## config.mk

```make
export PLATFORM = sky130hd
export DESIGN_NAME = uart_fifo_ctrl_flat
export DESIGN_NICKNAME = d
export VERILOG_FILES = /design/src/rtl/uart_fifo_ctrl_if.sv /design/src/rtl/uart_fifo_ctrl.sv /design/src/flat_wrapper.sv
export SDC_FILE = /design/constraint.sdc
export NUM_CORES = 1
export LEC_CHECK = 0
export CELL_PAD_IN_SITES_DETAIL_PLACEMENT = 0
export CELL_PAD_IN_SITES_GLOBAL_PLACEMENT = 1
export CORE_ASPECT_RATIO = 1.75
export CORE_UTILIZATION = 40
export CTS_CLUSTER_DIAMETER = 100
export CTS_CLUSTER_SIZE = 25
export DETAILED_ROUTE_END_ITERATION = 10
export PLACE_DENSITY = 0.77
export SLEW_MARGIN = 15
export SYNTH_ARGS = -nofsm -noshare
export SYNTH_HDL_FRONTEND = slang
export SYNTH_SLANG_ARGS = --single-unit
```

## constraint.sdc

```tcl
create_clock -name clk -period 3 [get_ports clk]
set_input_delay 0.6 -clock clk [delete_from_list [all_inputs] [get_ports clk]]
set_output_delay 0.6 -clock clk [all_outputs]
set_load 0.1 [all_outputs]
```

## src/rtl/uart_fifo_ctrl_if.sv

```systemverilog
// MMIO-side and PHY-side signal bundle for the UART byte sequencer.
interface uart_fifo_ctrl_if;
  logic [7:0] uart_t_data;
  logic       uart_t_ctrl;
  logic       uart_t_state;
  logic [1:0] uart_r_ctrl;
  logic [7:0] uart_r_data;
  logic       uart_r_state;
  logic       rx_overrun;
  logic       tx_start;
  logic [7:0] tx_byte;
  logic       tx_busy;
  logic       rx_valid;
  logic [7:0] rx_byte;

  // Environment side: CPU register writes and the TX/RX PHY cores.
  modport master (
    output uart_t_data, uart_t_ctrl, uart_r_ctrl, tx_busy, rx_valid, rx_byte,
    input  uart_t_state, uart_r_data, uart_r_state, rx_overrun, tx_start, tx_byte
  );

  // Controller side.
  modport slave (
    input  uart_t_data, uart_t_ctrl, uart_r_ctrl, tx_busy, rx_valid, rx_byte,
    output uart_t_state, uart_r_data, uart_r_state, rx_overrun, tx_start, tx_byte
  );
endinterface

```

## src/rtl/uart_fifo_ctrl.sv

```systemverilog
// UART byte sequencer: TX FIFO feeding a start/busy PHY handshake, RX FIFO
// buffering received bytes for polled MMIO reads, with sticky overrun flag.
module uart_fifo_ctrl #(
  parameter int unsigned DEPTH = 4
) (
  input logic             clk,
  input logic             rst_n,
  uart_fifo_ctrl_if.slave bus
);

  localparam int unsigned AW = $clog2(DEPTH);
  localparam int unsigned CW = AW + 1;
  localparam logic [CW-1:0] FULL_CNT = CW'(DEPTH);

  typedef enum logic [1:0] {IDLE, WAIT_BUSY, WAIT_DONE} tx_state_t;

  logic          t_ctrl_q;
  logic          r_pop_q;

  logic [7:0]    tx_mem [DEPTH];
  logic [AW-1:0] tx_wr;
  logic [AW-1:0] tx_rd;
  logic [CW-1:0] tx_cnt;
  tx_state_t     tx_state;
  logic          tx_start_q;
  logic [7:0]    tx_byte_q;

  logic [7:0]    rx_mem [DEPTH];
  logic [AW-1:0] rx_wr;
  logic [AW-1:0] rx_rd;
  logic [CW-1:0] rx_cnt;
  logic          overrun_q;

  logic push_edge;
  logic pop_edge;
  logic tx_push;
  logic tx_pop;
  logic rx_full;
  logic rx_empty;
  logic rx_pop;
  logic rx_push;

  assign push_edge = bus.uart_t_ctrl & ~t_ctrl_q;
  assign pop_edge  = bus.uart_r_ctrl[0] & ~r_pop_q;

  assign tx_push  = push_edge && (tx_cnt != FULL_CNT);
  assign tx_pop   = (tx_state == IDLE) && (tx_cnt != '0) && !bus.tx_busy;

  assign rx_full  = (rx_cnt == FULL_CNT);
  assign rx_empty = (rx_cnt == '0);
  assign rx_pop   = pop_edge && !rx_empty;
  // A pop in the same cycle frees the slot the incoming byte needs.
  assign rx_push  = bus.rx_valid && (!rx_full || rx_pop);

  // Previous-cycle copies of the CPU strobes for rising-edge detection.
  always_ff @(posedge clk) begin
    if (!rst_n) begin
      t_ctrl_q <= 1'b0;
      r_pop_q  <= 1'b0;
    end else begin
      t_ctrl_q <= bus.uart_t_ctrl;
      r_pop_q  <= bus.uart_r_ctrl[0];
    end
  end

  // TX FIFO storage, pointers and occupancy.
  always_ff @(posedge clk) begin
    if (!rst_n) begin
      tx_wr  <= '0;
      tx_rd  <= '0;
      tx_cnt <= '0;
    end else begin
      if (tx_push) begin
        tx_mem[tx_wr] <= bus.uart_t_data;
        tx_wr         <= tx_wr + 1'b1;
      end
      if (tx_pop) tx_rd <= tx_rd + 1'b1;
      case ({tx_push, tx_pop})
        2'b10:   tx_cnt <= tx_cnt + 1'b1;
        2'b01:   tx_cnt <= tx_cnt - 1'b1;
        default: tx_cnt <= tx_cnt;
      endcase
    end
  end

  // TX handshake FSM: issue a start, wait for the PHY to go busy, then idle.
  always_ff @(posedge clk) begin
    if (!rst_n) begin
      tx_state   <= IDLE;
      tx_start_q <= 1'b0;
      tx_byte_q  <= '0;
    end else begin
      tx_start_q <= 1'b0;
      case (tx_state)
        IDLE: begin
          if (tx_pop) begin
            tx_start_q <= 1'b1;
            tx_byte_q  <= tx_mem[tx_rd];
            tx_state   <= WAIT_BUSY;
          end
        end
        WAIT_BUSY: if (bus.tx_busy)  tx_state <= WAIT_DONE;
        WAIT_DONE: if (!bus.tx_busy) tx_state <= IDLE;
        default:   tx_state <= IDLE;
      endcase
    end
  end

  // RX FIFO with flush priority and sticky overrun on a dropped byte.
  always_ff @(posedge clk) begin
    if (!rst_n) begin
      rx_wr     <= '0;
      rx_rd     <= '0;
      rx_cnt    <= '0;
      overrun_q <= 1'b0;
    end else if (bus.uart_r_ctrl[1]) begin
      rx_wr     <= '0;
      rx_rd     <= '0;
      rx_cnt    <= '0;
      overrun_q <= 1'b0;
    end else begin
      if (rx_push) begin
        rx_mem[rx_wr] <= bus.rx_byte;
        rx_wr         <= rx_wr + 1'b1;
      end
      if (rx_pop) rx_rd <= rx_rd + 1'b1;
      if (bus.rx_valid && !rx_push) overrun_q <= 1'b1;
      case ({rx_push, rx_pop})
        2'b10:   rx_cnt <= rx_cnt + 1'b1;
        2'b01:   rx_cnt <= rx_cnt - 1'b1;
        default: rx_cnt <= rx_cnt;
      endcase
    end
  end

  assign bus.uart_t_state = (tx_cnt != FULL_CNT);
  assign bus.uart_r_state = !rx_empty;
  assign bus.uart_r_data  = rx_empty ? '0 : rx_mem[rx_rd];
  assign bus.rx_overrun   = overrun_q;
  assign bus.tx_start     = tx_start_q;
  assign bus.tx_byte      = tx_byte_q;

endmodule

```

## src/flat_wrapper.sv

```systemverilog
// flat-port wrapper written by rule: the top's interface ports become plain ports
module uart_fifo_ctrl_flat 
#(
  parameter int unsigned DEPTH = 4
)
  (clk, rst_n, bus_uart_t_data, bus_uart_t_ctrl, bus_uart_r_ctrl, bus_tx_busy, bus_rx_valid, bus_rx_byte, bus_uart_t_state, bus_uart_r_data, bus_uart_r_state, bus_rx_overrun, bus_tx_start, bus_tx_byte);
  uart_fifo_ctrl_if bus_i ();
  input logic clk;
  input logic rst_n;
  input wire logic [$bits(bus_i.uart_t_data)-1:0] bus_uart_t_data;
  input wire logic [$bits(bus_i.uart_t_ctrl)-1:0] bus_uart_t_ctrl;
  input wire logic [$bits(bus_i.uart_r_ctrl)-1:0] bus_uart_r_ctrl;
  input wire logic [$bits(bus_i.tx_busy)-1:0] bus_tx_busy;
  input wire logic [$bits(bus_i.rx_valid)-1:0] bus_rx_valid;
  input wire logic [$bits(bus_i.rx_byte)-1:0] bus_rx_byte;
  output wire logic [$bits(bus_i.uart_t_state)-1:0] bus_uart_t_state;
  output wire logic [$bits(bus_i.uart_r_data)-1:0] bus_uart_r_data;
  output wire logic [$bits(bus_i.uart_r_state)-1:0] bus_uart_r_state;
  output wire logic [$bits(bus_i.rx_overrun)-1:0] bus_rx_overrun;
  output wire logic [$bits(bus_i.tx_start)-1:0] bus_tx_start;
  output wire logic [$bits(bus_i.tx_byte)-1:0] bus_tx_byte;
  assign bus_i.uart_t_data = bus_uart_t_data;
  assign bus_i.uart_t_ctrl = bus_uart_t_ctrl;
  assign bus_i.uart_r_ctrl = bus_uart_r_ctrl;
  assign bus_i.tx_busy = bus_tx_busy;
  assign bus_i.rx_valid = bus_rx_valid;
  assign bus_i.rx_byte = bus_rx_byte;
  assign bus_uart_t_state = bus_i.uart_t_state;
  assign bus_uart_r_data = bus_i.uart_r_data;
  assign bus_uart_r_state = bus_i.uart_r_state;
  assign bus_rx_overrun = bus_i.rx_overrun;
  assign bus_tx_start = bus_i.tx_start;
  assign bus_tx_byte = bus_i.tx_byte;
  uart_fifo_ctrl #(.DEPTH(DEPTH)) u_core (.clk(clk), .rst_n(rst_n), .bus(bus_i));
endmodule
```

==> flow_summary.toml, run 1 <==
[yosys]
ys_top_cells_by_count = "edfxtp_1, dfxtp_1, mux4_2"
ys_ff_latch = 94
netlist_area_mm2 = 0.00381
yosysTopAreaCellShare = 0.505
synthArstFlopShare = 0
ys_warn_count = 0
netlist-cell-type-count = 40
synthFlopType = "edfxtp_1"
yosysMostFrequentCell = "edfxtp_1"
syn_avg_cell_area_um2 = 15.3
ys_seq_area_frac = 0.663
yosysTopAreaCell = "edfxtp_1"
synth_area_leaders = "edfxtp_1, dfxtp_1, mux4_2"
synth_edf_count = 64
postSynthCellCount = 249
synth_nets = 283

[sta]
finalCriticalPeriod_ns = 2.58
setup-violations-final = 0
final.setup_skew_ns = 0.00638
slew_headroom = 0.569
setup-tns-final_ns = 0
worst_pin_slew_ns = 0.645
hold_viol = 0
max_freq_mhz = 388
period_share = 0.858
slew_viol_final = 0
rsz0062_at_grt = "false"

[cts]
insertion_delay_ns = 0.34
post_cts_buffers = 0
clock_path_buffers = 2
cts-root-buf = "clkbuf_16"
cts_tree = "done"
cts_made_buffers = 9
cts.reportedPaths.clkPinSlew_ns = 0.06
cts_hold_buf = 0
ctsResizeCount = 0
clock_sinks = 94
h-tree-depth = 3

[final_layout]
fillerInstances = 764
area_growth_pct = 21.2
fin_cells = 418
nets = 327
diodes = 0
final_layout_size_suffix_gt1_frac = 0.195

[floorplanning]
ios = 43
start_util = 0.416
die_w_um = 75.8
die_area_mm2 = 0.00993
die_y_um = 131
core_mm2 = 0.00915
num_rows = 46

[detailed_routing]
num_vias = 2148
wl_met3_um = 208
antenna_left = 0
top_layer = "met4"
vias_per_cell = 5.14
wl_met2_um = 3590
drt-initial-drc-count = 78
wl_met1_um = 2400
dr.pass1.iters = 4
wirelength_um = 6320
route.detailed.drc = 0
routedWlPerCell_um = 15.1

[worst_hold_path]
hp-class = "reg -> reg"
hold_depth = 2

[place]
dp.cells = 402
port_buffers = 42
hpwl_um = 4420
gp_congestion = 0.782

[power]
p_int_mw = 2.49
swShare = 0.303
p_seq_frac = 0.443
pwr-share-clk = 0.336
cellPowerDensity_mw_per_mm2 = 773
cellLeakagePower_nw = 1.64
pwr-share-comb = 0.221
p_sw_mw = 1.08
vdd_drop_max_uv = 493

[run]
drv_cap = 0

[setup_path]
worstPathRequired_ns = 2.40
worst-endpoint-arrival_ns = 1.98
crit_chain = "mux4_2 > and2_1 > buf_4"
cpMaxStageDelayCell = "dfxtp_1"
critical-path-max-stage-delay_ns = 0.67
critPathLaunchType = "register"
crit_type = "reg -> out"
reg2reg_depth = 9
crit_fanout = 8
endpoint_kind = "output port"

[global_routing]
grt_pass1_vias = 2098
grt_pass1_wl_um = 10200
overflow = 0
globalRouteTotalUtil = 0.149
grt_max_degree = 21
antenna_found_initial = 0

[run_status]
status = "completed"
==> flip-flops by register name (all words and copies together), names as in the netlist, named ones only <==
name / flops
u_core.rx_wr: 2
u_core.tx_wr: 2
u_core.r_pop_q: 1
u_core.t_ctrl_q: 1
u_core.bus.rx_overrun: 1
u_core.tx_rd: 2
u_core.rx_mem: 32
u_core.rx_rd: 2
u_core.bus.tx_start: 1
u_core.tx_cnt: 3
u_core.bus.tx_byte: 8
u_core.tx_mem: 32
u_core.tx_state: 2
u_core.rx_cnt: 3
==> area by class of cell <==
class	instances	area (um2)	area share
clock buffer	9	225	0.0488
sequential	94	2520	0.547
tap	120	150	0.0325
multi-input combinational	132	1180	0.257
inverter	10	37.5	0.00814
timing repair buffer	46	400	0.0868
clock inverter	7	93.8	0.0203
==> layer usage <==
metal | vias to the layer above | GRT usage
li1 | 1020 | -
met1 | 1076 | 0.156
met2 | 42 | 0.264
met3 | 10 | 0.0436
met4 | 0 | 0.0708
met5 | - | 0
==> critical path: cells and delay by family, from the launching register on <==
kind | cells | cell delay (ns)
flip-flops | 1 | 0.67
multiplexers | 1 | 0.58
buffers and inverters | 1 | 0.22
AND/OR/NAND/NOR | 1 | 0.17
==> path summary, 6_finish.rpt <==
check / start / slack (ns) / endpoint
worst min-delay path: u_core.bus.tx_byte[1] / 0.47 / u_core.bus.tx_byte[1]
worst max-delay path: register / 0.42 / bus_uart_r_data[0]
worst max register to register: u_core.tx_cnt[2] / 0.60 / u_core.tx_cnt[2]
worst min register to register: u_core.bus.tx_byte[1] / 0.47 / u_core.bus.tx_byte[1]
==> layout by cell type, fill, tap and decap left out, types with 2 or more instances in the layout <==
cell / netlist / routed
or4_1: 2 / 2
o21ai_0: 4 / 4
clkinv_1: 0 / 2
and2_1: 15 / 15
xor2_1: 5 / 5
clkdlybuf4s50_1: 0 / 22
nor3_1: 7 / 7
edfxtp_1: 64 / 64
clkbuf_16: 0 / 9
or3_1: 3 / 3
buf_4: 0 / 24
o2bb2ai_1: 8 / 8
xnor2_1: 3 / 3
mux4_2: 16 / 16
inv_1: 9 / 9
mux2i_1: 3 / 3
a21oi_1: 4 / 4
inv_6: 0 / 3
ha_1: 9 / 9
nand2b_1: 3 / 3
nor2_1: 7 / 7
bufinv_16: 0 / 2
nand2_1: 11 / 11
and3_1: 11 / 11
nand3_1: 3 / 3
fa_1: 2 / 2
nor2b_1: 3 / 3
dfxtp_1: 30 / 30
==> through the flow <==
stage | total power, mW | setup WS [ns] | utilization | hold slack (ns) | area, um2
CTS | 3.61 | 0.364 | 0.504 | 0.465 | 4610
floorplan | 2.21 | 0.139 | - | 0.460 | 3810
global route | 3.73 | 0.295 | 0.504 | 0.481 | 4610
finish | 3.57 | 0.425 | 0.504 | 0.465 | 4610
detailed placement | 2.41 | 0.294 | 0.469 | 0.457 | 4290
global placement | 2.39 | 0.331 | 0.469 | 0.456 | 4290
==> kinds of logic after synthesis <==
kind of cell / after synthesis / share of synthesized area
DFF: 94 / 0.663
and+or+nand+nor: 71 / 0.106
AOI/OAI and AO/OA: 23 / 0.0440
buffers and inverters: 23 / 0.0266
muxes: 19 / 0.103
adders and majority gates: 11 / 0.0401
xor gates and xnor gates: 8 / 0.0184
==> power groups by stage <==
stage | Sequential, mW | Clock (mW) | Combinational (mW)
3_5_place_dp | 1.61 | 0 | 0.797
6_report | 1.58 | 1.20 | 0.789
2_1_floorplan | 1.79 | 0 | 0.427
4_1_cts | 1.58 | 1.23 | 0.799
3_3_place_gp | 1.61 | 0 | 0.784
5_1_grt | 1.60 | 1.28 | 0.848
No activity file was read; power rests on OpenSTA's default activity.
==> run 2: changes to the inputs <==
- MAX_ROUTING_LAYER: not set -> met4
==> flow_summary.toml, run 2 (synthesis results as in run 1) <==
[run_status]
status = "completed"

[place]
place_worst_setup_slack_ns = 0.294
placed_area_mm2 = 0.00429
gp_congestion = 0.793
hpwl_um = 4420
dp.cells = 402
port_buffers = 42

[sta]
setup_slack_ns = 0.433
worst_pin_slew_ns = 0.645
setup-tns-final_ns = 0
slew_headroom = 0.570
max_freq_mhz = 390
period_share = 0.856
rsz0062_at_grt = "false"
finalCriticalPeriod_ns = 2.57
setup-violations-final = 0
final.setup_skew_ns = 0.00640
slew_viol_final = 0
hold_viol = 0

[final_layout]
nets = 327
area_growth_pct = 21.2
final_layout_size_suffix_gt1_frac = 0.195
fin_area_mm2 = 0.00461
diodes = 0
final_common_cell = "edfxtp_1"
final_cell_mix = "edfxtp_1, dfxtp_1, buf_4"
fillerInstances = 764
fin_cells = 418

[global_routing]
grt_max_degree = 21
antenna_found_initial = 0
grt_pass1_wl_um = 10300
grt_pass1_vias = 2100
globalRouteTotalUtil = 0.153
overflow = 0

[cts]
clock_sinks = 94
cts-root-buf = "clkbuf_16"
cts_hold_buf = 0
h-tree-depth = 3
post_cts_buffers = 0
ctsResizeCount = 0
cts.reportedPaths.clkPinSlew_ns = 0.06
cts_tree = "done"
clock_path_buffers = 2
insertion_delay_ns = 0.33
cts_made_buffers = 9

[setup_path]
path_delay_family = "flip-flops"
crit_type = "reg -> out"
worstPathRequired_ns = 2.40
cpMaxStageDelayCell = "dfxtp_1"
critPathLaunchType = "register"
endpoint_kind = "output port"
crit_chain = "mux4_2 > and2_1 > buf_4"
crit_fanout = 8
worst-endpoint-arrival_ns = 1.97
critical-path-max-stage-delay_ns = 0.66
critPathBufInv = 1

[detailed_routing]
wirelength_um = 6340
route.detailed.drc = 0
routedWlPerCell_um = 15.2
drt-initial-drc-count = 84
dr.pass1.iters = 4
num_vias = 2134
vias_per_cell = 5.11
antenna_left = 0

[floorplanning]
num_rows = 46
die_area_mm2 = 0.00993
die_y_um = 131
start_util = 0.416
ios = 43
core_mm2 = 0.00915
die_w_um = 75.8

[power]
pwr-share-comb = 0.221
cellPowerDensity_mw_per_mm2 = 773
p_sw_mw = 1.08
p_int_mw = 2.49
swShare = 0.303
vdd_drop_max_uv = 493
pwr-share-clk = 0.336
p_seq_frac = 0.443
power_mw = 3.56
cellLeakagePower_nw = 1.64

[run]
drv_cap = 0

[worst_hold_path]
hp-class = "reg -> reg"
==> run 2: cell counts in the layout (fill, tap and decap cells not counted) <==
Identical to the previous run, type by type.
==> run 2: power by group through the flow <==
stage	clock network, mW	registers, mW	logic [mW]
finish	1.20	1.58	0.789
global placement	0	1.61	0.784
detailed placement	0	1.61	0.797
floorplan	0	1.79	0.427
global route	1.28	1.60	0.848
CTS	1.23	1.58	0.799
==> run 2: per-stage QoR <==
step	util	hold slack, ns
6_report	0.504	0.465
5_1_grt	0.504	0.481
4_1_cts	0.504	0.465
3_5_place_dp	0.469	0.457
3_3_place_gp	0.469	0.456
2_1_floorplan	-	0.460
==> run 2: worst paths after layout <==
check / startpoint / to / slack [ns] / cells after the start
hold / removal: u_core.bus.tx_byte[1] / u_core.bus.tx_byte[1] / 0.47 / 2
setup reg to reg: u_core.tx_cnt[0] / u_core.tx_cnt[2] / 0.60 / 9
setup / recovery: register / bus_uart_r_data[0] / 0.43 / 3
hold reg to reg: u_core.bus.tx_byte[1] / u_core.bus.tx_byte[1] / 0.47 / 2
==> run 2: worst register-to-register path: cells and delay by family (launching register included) <==
family          cells  cell delay [ns]
simple gates        3             0.96
fa+ha+maj           2             0.54
compound gates      1             0.16
flops               1             0.36
buf+inv             2             0.14
xor+xnor            1             0.16
==> run 2: area by class of cell <==
type | count | area (um2) | area share
Inverter | 10 | 37.5 | 0.00814
Timing Repair Buffer | 46 | 400 | 0.0868
Multi-Input combinational cell | 132 | 1180 | 0.257
Sequential cell | 94 | 2520 | 0.547
Clock inverter | 7 | 93.8 | 0.0203
Clock buffer | 9 | 225 | 0.0488
Tap cell | 120 | 150 | 0.0325
==> run 2: metal layers <==
metal / share of wire / vias to the layer above / GRT usage
li1: - / 1021 / -
met1: 0.39 / 1068 / 0.156
met2: 0.58 / 43 / 0.264
met3: 0.029 / 2 / 0.0436
met4: 0.0084 / 0 / 0.0708
met5: 0 / - / -
==> run 3: changes to the inputs <==
- CORE_MARGIN: not set -> 2
- CTS_CLUSTER_DIAMETER: 100 -> 30
==> flow_summary.toml, run 3 (synthesis results as in run 1) <==
[run_status]
status = "completed"

[cts]
cts.reportedPaths.clkPinSlew_ns = 0.06
clock_sinks = 94
cts_made_buffers = 9
insertion_delay_ns = 0.33
cts_hold_buf = 0
cts_tree = "done"
ctsResizeCount = 0
cts-root-buf = "clkbuf_16"
post_cts_buffers = 0
clock_path_buffers = 2
h-tree-depth = 3

[floorplanning]
die_y_um = 133
ios = 43
core_mm2 = 0.00935
die_w_um = 77.8
num_rows = 47
die_area_mm2 = 0.0103
start_util = 0.407

[place]
gp_congestion = 0.826
dp.cells = 404
hpwl_um = 4570
port_buffers = 42
placed_area_mm2 = 0.00430

[detailed_routing]
antenna_left = 0
num_vias = 2124
dr.pass1.iters = 6
route.detailed.drc = 0
vias_per_cell = 5.06
routedWlPerCell_um = 15.3
drt-initial-drc-count = 71
wirelength_um = 6420

[setup_path]
crit_fanout = 8
endpoint_kind = "output port"
crit_type = "reg -> out"
critPathLaunchType = "register"
worstPathRequired_ns = 2.40
worst-endpoint-arrival_ns = 1.95

[final_layout]
diodes = 0
final_common_cell = "edfxtp_1"
multi_input_area_mm2 = 0.00118
register_area_mm2 = 0.00252
final_cell_mix = "edfxtp_1, dfxtp_1, buf_4"
area_growth_pct = 20.7
final_layout_size_suffix_gt1_frac = 0.195
nets = 327
fin_area_mm2 = 0.00460
fillerInstances = 788
fin_cells = 420

[sta]
hold_viol = 0
rsz0062_at_grt = "false"
setup-tns-final_ns = 0
setup-violations-final = 0
finalCriticalPeriod_ns = 2.55
whs_ns = 0.464
final.setup_skew_ns = 0.00681
slew_viol_final = 0
slew_headroom = 0.570
period_share = 0.850
max_freq_mhz = 392
worst_pin_slew_ns = 0.644

[power]
vdd_drop_max_uv = 536
cellLeakagePower_nw = 1.62
cellPowerDensity_mw_per_mm2 = 758

[global_routing]
antenna_found_initial = 0
globalRouteTotalUtil = 0.139
overflow = 0
grt_pass1_vias = 2231
grt_max_degree = 20
grt_pass1_wl_um = 10600

[worst_hold_path]
hp-class = "reg -> reg"

[run]
drv_cap = 0
[run 3: cell count changes in the layout (fill, tap and decap cells not counted), sizes merged]
cell	delta
bufinv	-1
clkbuf	+1
clkinvlp	+1
inv	-1
[run 3: final cells by class]
cell class | count | area share
Sequential cell | 94 | 0.549
Multi-Input combinational cell | 132 | 0.258
Timing Repair Buffer | 46 | 0.0871
Clock buffer | 10 | 0.0498
Tap cell | 122 | 0.0332
Clock inverter | 6 | 0.0152
Inverter | 10 | 0.00817
[run 3: power breakdown]
group	total [mW]	internal (mW)	switching (mW)
Clock	1.11	0.653	0.457
Sequential	1.58	1.48	0.102
Combinational	0.792	0.277	0.516
[run 3: worst max-delay path, cell delays in order (launching register included)]
cell,delay (ns)
dfxtp_1,0.65
mux4_2,0.56
and2_1,0.17
buf_4,0.23
[run 3: stage by stage]
stage	setup slack [ns]	util	power (mW)
6_report	0.451	0.492	3.48
3_3_place_gp	0.338	0.460	2.40
2_1_floorplan	0.139	-	2.21
3_5_place_dp	0.287	0.460	2.41
5_1_grt	0.300	0.492	3.64
4_1_cts	0.359	0.492	3.53
[run 3: path summary, 6_finish.rpt]
kind,startpoint,to,slack (ns),cells after the start
setup / recovery,register,bus_uart_r_data[1],0.45,3
hold / removal,u_core.bus.tx_byte[3],u_core.bus.tx_byte[3],0.46,2
setup reg to reg,u_core.tx_cnt[2],u_core.tx_cnt[2],0.58,9
hold reg to reg,u_core.bus.tx_byte[3],u_core.bus.tx_byte[3],0.46,2
[run 3: metal layers]
layer  vias up  wire length, um  GRT usage
met5         -                0          -
li1       1019                -          -
met3         8              229     0.0334
met1      1050             2380      0.136
met2        47             3720      0.251
met4         0               89     0.0625
